File: src/rtl/msrv32_pc_unit.sv
// Program-counter stage: owns the PC register and a two-state boot sequencer,
// and picks the next fetch address from boot, trap, stall, redirect or PC+4.
module msrv32_pc_unit #(
    parameter logic [31:0] BOOT_ADDRESS = 32'h0000_0000
) (
    input  logic        ms_riscv32_mp_clk_in,
    input  logic        ms_riscv32_mp_rst_n_in,
    input  logic        branch_taken_in,
    input  logic [4:0]  opcode_in,
    input  logic [31:0] iadder_in,
    input  logic        trap_taken_in,
    input  logic [31:0] trap_addr_in,
    input  logic        stall_in,
    output logic [31:0] i_addr_out,
    output logic [31:0] pc_out,
    output logic [31:0] pc_plus_4_out,
    output logic        instr_valid_out,
    output logic        misaligned_instr_out
);

    localparam logic [0:0] ST_BOOT = 1'b0;
    localparam logic [0:0] ST_RUN  = 1'b1;

    localparam logic [4:0] OPC_BRANCH = 5'b11000;
    localparam logic [4:0] OPC_JALR   = 5'b11001;
    localparam logic [4:0] OPC_JAL    = 5'b11011;

    logic [0:0]  state_q, state_d;
    logic [31:0] pc_q, pc_d;
    logic        instr_valid_q, instr_valid_d;

    logic [31:0] pc_plus_4;
    logic [31:0] redirect_target;
    logic        redirect_req;
    logic        misaligned;
    logic [31:0] next_pc;

    always_comb begin
        pc_plus_4       = pc_q + 32'd4;
        redirect_target = iadder_in & 32'hFFFF_FFFE;
        // Redirect inputs come from the instruction in execute, so they only mean something when it is valid.
        redirect_req    = instr_valid_q &&
                          ((opcode_in == OPC_JAL) ||
                           (opcode_in == OPC_JALR) ||
                           ((opcode_in == OPC_BRANCH) && branch_taken_in));

        misaligned    = 1'b0;
        next_pc       = pc_plus_4;
        state_d       = state_q;
        pc_d          = pc_q;
        instr_valid_d = instr_valid_q;

        if (state_q == ST_BOOT) begin
            next_pc       = BOOT_ADDRESS;
            state_d       = ST_RUN;
            pc_d          = BOOT_ADDRESS;
            instr_valid_d = 1'b1;
        end else begin
            if (trap_taken_in) begin
                next_pc = trap_addr_in;
            end else if (stall_in) begin
                next_pc = pc_q;
            end else if (redirect_req) begin
                // A target with bit 1 set is reported to the trap logic and fetch continues sequentially.
                if (iadder_in[1]) begin
                    misaligned = 1'b1;
                    next_pc    = pc_plus_4;
                end else begin
                    next_pc    = redirect_target;
                end
            end
            pc_d          = next_pc;
            instr_valid_d = ~stall_in;
        end
    end

    always_ff @(posedge ms_riscv32_mp_clk_in) begin
        if (!ms_riscv32_mp_rst_n_in) begin
            state_q       <= ST_BOOT;
            pc_q          <= BOOT_ADDRESS;
            instr_valid_q <= 1'b0;
        end else begin
            state_q       <= state_d;
            pc_q          <= pc_d;
            instr_valid_q <= instr_valid_d;
        end
    end

    assign i_addr_out           = next_pc;
    assign pc_out               = pc_q;
    assign pc_plus_4_out        = pc_plus_4;
    assign instr_valid_out      = instr_valid_q;
    assign misaligned_instr_out = misaligned;

endmodule

File: config.mk
export PLATFORM = sky130hd
export DESIGN_NAME = msrv32_pc_unit
export DESIGN_NICKNAME = d
export VERILOG_FILES = /design/src/rtl/msrv32_pc_unit.sv
export SDC_FILE = /design/constraint.sdc
export NUM_CORES = 1
export LEC_CHECK = 0
export ABC_CLOCK_PERIOD_IN_PS = 4100
export CORE_ASPECT_RATIO = 1.4
export CORE_UTILIZATION = 41
export CTS_BUF_LIST = sky130_fd_sc_hd__clkbuf_2 sky130_fd_sc_hd__clkbuf_4 sky130_fd_sc_hd__clkbuf_8
export CTS_CLUSTER_SIZE = 28
export DETAILED_ROUTE_END_ITERATION = 16
export PLACE_DENSITY = 0.83
export SYNTH_ARGS = -nofsm -noshare
export SYNTH_HDL_FRONTEND = slang
export SYNTH_SLANG_ARGS = --single-unit
export TNS_END_PERCENT = 50
File: constraint.sdc
create_clock -name ms_riscv32_mp_clk_in -period 4.1 [get_ports ms_riscv32_mp_clk_in]
set_input_delay 1.23 -clock ms_riscv32_mp_clk_in [delete_from_list [all_inputs] [get_ports ms_riscv32_mp_clk_in]]
set_output_delay 1.23 -clock ms_riscv32_mp_clk_in [all_outputs]
set_load 0.03 [all_outputs]
# [Word level (Yosys, flattened, before mapping)]
# Cells that the tools add are included.
# Widths: inputs -> output; s select.
[totals] in_bits=74 out_inout_bits=98 regBits=34
[op_classes] n_eq_ne=3 n_mux=12 reduce_logical=4 n_addsub=1 bitwise=1
[ops] op="$mux 32" count=5
[ops] op="$add 32x3->32 const B" count=1
[ops] op="$eq 5x5->1 const B" count=3
[ops] op="$mux 1" count=7
[ops] op="$logic_and 1x1->1" count=2
[ops] op="$logic_or 1x1->1" count=2
[ops] op="$not 1->1" count=1

# [Longest topological paths before layout]
[depth] ltp_word=8 ltp_mapped=8 depth_no_buf=6

# [Worst setup path before layout]
# Ideal clock, no wire load.
[synth_path] kind="input-to-output" startpoint="in opcode_in[2]" endpoint="out i_addr_out[20]" n_path_buf=3 t_required_ns=2.870 t_arrival_ns=3.182 cell_stages=8 slack_ns=-0.312 path_cell_list="and4b_1 buf_2 o211ai_1 buf_2 buf_2 nand3_1 o22ai_1 nor4_1"
[synth_via] elab_chain_cells=8 elab_cells_between_ends=11 classes_between="eq/ne (3); mux (4); reduce/logical (4)"
[synth_lines] item="from (decl)" line="9" rtl="input logic [4:0] opcode_in,"
[synth_lines] item="$eq 5x5->1, on equally long branches" line="43, 44, 45"
[synth_lines] item="$logic_or 1x1->1 or $logic_and 1x1->1 (tied branches)" line="43, 45"
[synth_lines] item="$logic_or 1x1->1 (*)" line="44" rtl="(opcode_in == OPC_JALR) ||"
[synth_lines] item="$logic_and 1x1->1 (*)" line="42" rtl="redirect_req = instr_valid_q &&"
[synth_lines] item="$mux 32 (*)" line="63" rtl="end else if (redirect_req) begin"
[synth_lines] item="$mux 32 (*)" line="61" rtl="end else if (stall_in) begin"
[synth_lines] item="$mux 32 (*)" line="59" rtl="if (trap_taken_in) begin"
[synth_lines] item="$mux 32 (*)"
[synth_lines] item="to (decl)" line="14" rtl="output logic [31:0] i_addr_out,"
# Every way passes the cells marked *; elsewhere a longest branch is shown, timed or not.

# [Worst setup path in the final report]
[layout_path] startpoint="in opcode_in[2]" endpoint="out i_addr_out[19]"
# Same word-level chain as after synthesis.

==> key figures <==
STA
  • Fin crit period: 4.12 ns
  • Final setup margin: -0.0172 ns
  • Worst Hold Margin: 0.535 ns
  • Max_slew headroom: 0.342
  • Worst Skew: 0.00654 ns
  • Final Cycle Share: 1.00
  • Final setup vio count: 1
  • RSZ-0062 raised after global routing: true
  • Setup TNS: -0.0172 ns
  • Final hold violations: 0
  • Slew @ Worst Pin: 0.985 ns
  • Slew Viols, Final: 0
  • Fmax: 243 MHz

Synthesis
  • Post-Synthesis Net Count: 520
  • Seq/Total Area, Yosys: 0.211
  • Multiplexer share of the synthesized area: 0.0256
  • Post-Synth Adder-Cell Area: 0.00389
  • Top-count cell post-synth: nand2_1
  • Synth warn: 0
  • Top cell type's share of synthesized area: 0.211
  • Post-synth top area cell: dfxtp_1
  • XOR/XNOR share of the synthesized area: 0.0571
  • Largest family of logic cells by synthesized area: simple AND/OR/NAND/NOR gates
  • Post-Syn Instances: 445
  • Compound-Gate Fraction of Synth Area: 0.251
  • EDFF count, synth: 0
  • Yosys reg bits: 34
  • Mean post-synth cell area: 7.24 um^2
  • Synth area leaders: dfxtp_1, nand2_1, nor2_1
  • Async set or reset register ratio after synthesis: 0
  • Commonest cells post-synth: nand2_1, nor2_1, dfxtp_1, a21oi_1, nor3_1
  • Ys flop type: dfxtp_1
  • Post-Synth Simple-Gate Area: 0.380
  • Synth cell types: 70
  • Post-Syn Area: 3220 um^2

Worst setup path
  • Worst path most repeated cell: buf_6
  • Max stage delay on crit path: 0.40 ns
  • Reg2reg path depth: 10
  • Kind of end point of the critical path: output port
  • Critical path class: in2out
  • Worst path required time: 2.87 ns
  • Slowest CP cell: a2111o_1
  • Critical Path Source Type: primary input
  • Worst-path cell chain: buf_6 -> and4b_1 -> o211ai_1 -> buf_4 -> buf_6 -> and3_4 -> a2111o_1 -> a21oi_2 -> buf_6
  • Crit-path max FO: 6
  • Crit path arrival time: 2.89 ns
  • R2R Path End: pc_out[6]$_SDFF_PN0_
  • R2r startpoint: pc_out[3]$_SDFF_PN0_
  • R2R Setup Slk: 1.83 ns

Clock tree
  • Clk Latency, worst-skew pair: 0.29 ns
  • Clock net sink count: 34
  • Clk root buf: clkbuf_8
  • Cts hold-fix bufs: 0
  • CTS buffer count: 5
  • Clk pin slew, worst setup/hold paths: 0.08 ns
  • CTS max path bufs: 2
  • H-tree depth: 2
  • CTS tree: yes

Die
  • Std cell rows: 37
  • Starting Density: 0.429
  • Die Ht: 107 um
  • Core area: 7500 um^2
  • Die ar.: 8220 um^2
  • I/O Pins: 172
  • Die X-Extent: 76.9 um

GRT
  • Largest net degree at the start of global routing: 23
  • Initial antenna violation count: 0
  • Global-route wire length before repair: 21500 um
  • GR Overflow Total: 0
  • Vias in the first global route: 4443
  • Tot GR Track Use: 0.329

Worst hold path
  • Hold path cells: 2
  • Hold path endpoint: pc_out[0]$_SDFF_PN0_
  • HP Start: pc_out[0]$_SDFF_PN0_
  • Hold crit path type: reg2reg

Finish
  • Layout cells sized above 1: 0.259
  • Final instance area: 5620 um^2
  • Layout fillers: 575
  • Finished Layout Cells: 757
  • Antenna diodes: 0
  • Area delta synth->final: 74.5%
  • Final nets: 735

Routing
  • First drt pass iteration count: 6
  • WL per Instance: 18.5 um
  • Routed vias: 4555
  • Final wirelength: 14000 um
  • Vias per cell: 6.02
  • Iteration-0 DRC Markers: 388
  • DR DRC count: 0
  • Antenna Nets Post-Route: 0

Place
  • Post-detail-place hpwl: 10400 um
  • Global placement routability congestion: 0.951
  • Place WS: -0.632 ns
  • Area of placed instances: 5300 um^2
  • Port bufs: 170
  • Placed instance count: 738

Run status
  • Status: finished, violations left
  • Failing checks: setup timing

Power and ir drop
  • Pwr Density: 187 nW/um^2
  • Leak Pwr: 0.00230 uW
  • Max IR drop VDD: 0.162 mV

Job
  • Max cap viols: 0
[layout by cell type, fill, tap and decap left out, types with 4 or more instances in the layout]
cell and count:
o31ai_1 9, dfxtp_1 34, nor4_2 5, buf_2 6, o21ai_0 15, nand2_1 53, nor4_1 4, xnor2_1 12
or3_1 6, buf_6 8, clkdlybuf4s50_1 128, nand3_1 18, nor3_1 18, o211ai_1 6, nor2_1 37, o22ai_1 5
or2_2 4, a211oi_1 4, mux2i_1 6, and3_1 10, nand4_1 11, clkbuf_8 5, and2_1 11, nor3_2 7
inv_1 8, buf_4 94, a221oi_2 4, xor2_1 9, clkbuf_2 4, o21a_1 12, and4_1 5, a21oi_1 22
[worst max-delay path by stage]
stage / startpoint / endpoint / slack [ns] / cells past startpoint
detailed placement: opcode_in[4] / i_addr_out[7] / -0.63 / 8
floorplan: opcode_in[2] / i_addr_out[25] / -0.1 / 8
finish: opcode_in[2] / i_addr_out[19] / -0.02 / 9
global placement: opcode_in[4] / i_addr_out[7] / -0.58 / 8
global route: opcode_in[2] / i_addr_out[17] / -0.06 / 11
CTS: opcode_in[2] / i_addr_out[19] / -0.02 / 9
[cell type report]
| cell class | instances | area (um^2) | area share |
|---|---|---|---|
| flip-flops and latches | 34 | 681 | 0.121 |
| well taps | 97 | 121 | 0.0216 |
| clock inverters | 2 | 15.0 | 0.00267 |
| clock buffers | 5 | 68.8 | 0.0122 |
| multi-input cells | 363 | 2490 | 0.442 |
| repair buffers | 247 | 2210 | 0.394 |
| inverters | 9 | 33.8 | 0.00601 |
[cell families (layout without fill, tap and decap cells)]
kind of cell | count (synthesis) | after routing
flip-flops | 34 | 34
buffers and inverters | 48 | 263
XOR/XNOR | 21 | 21
AND/OR/NAND/NOR | 219 | 219
multiplexers | 8 | 8
AO/OA/AOI/OAI | 114 | 114
adder cells (fa/ha/maj) | 1 | 1
[through the flow]
step | utilization | total power [uW]
after floorplan | - | 571
after global placement | 0.707 | 772
after detailed placement | 0.707 | 779
after CTS | 0.735 | 1030
after global routing | 0.749 | 1090
final | 0.749 | 1050
[per-layer routing]
metal	part of all wire	global-route usage	wire length (um)	vias up
met1	0.36	0.359	5060	2097
li1	-	-	-	2089
met3	0.079	0.0528	1100	62
met5	0	0	0	-
met4	0.050	0.207	693	0
met2	0.51	0.589	7140	307
[where the power goes]
group | internal, uW | switching, uW | leakage, uW
clock network | 116 | 139 | 0.0000362
logic | 205 | 229 | 0.00199
registers | 342 | 18.4 | 0.000278
[timing repair]
item                       CTS  global route
pin swaps                    8            11
gates cloned                 1             0
gates resized for setup     54            30
setup buffers                8             3
setup endpoints to repair   32            18
[sequential cells by signal, indices dropped and copies added, names as in the netlist]
signal / cells
instr_valid_out: 1
pc_out: 32
state_q: 1
[critical path: cells and delay by family]
family	cells	cell delay, ns
buffers and inverters	4	0.53
and+or+nand+nor	2	0.43
AOI/OAI and AO/OA	3	0.69
No activity file was read; power rests on OpenSTA's default activity.
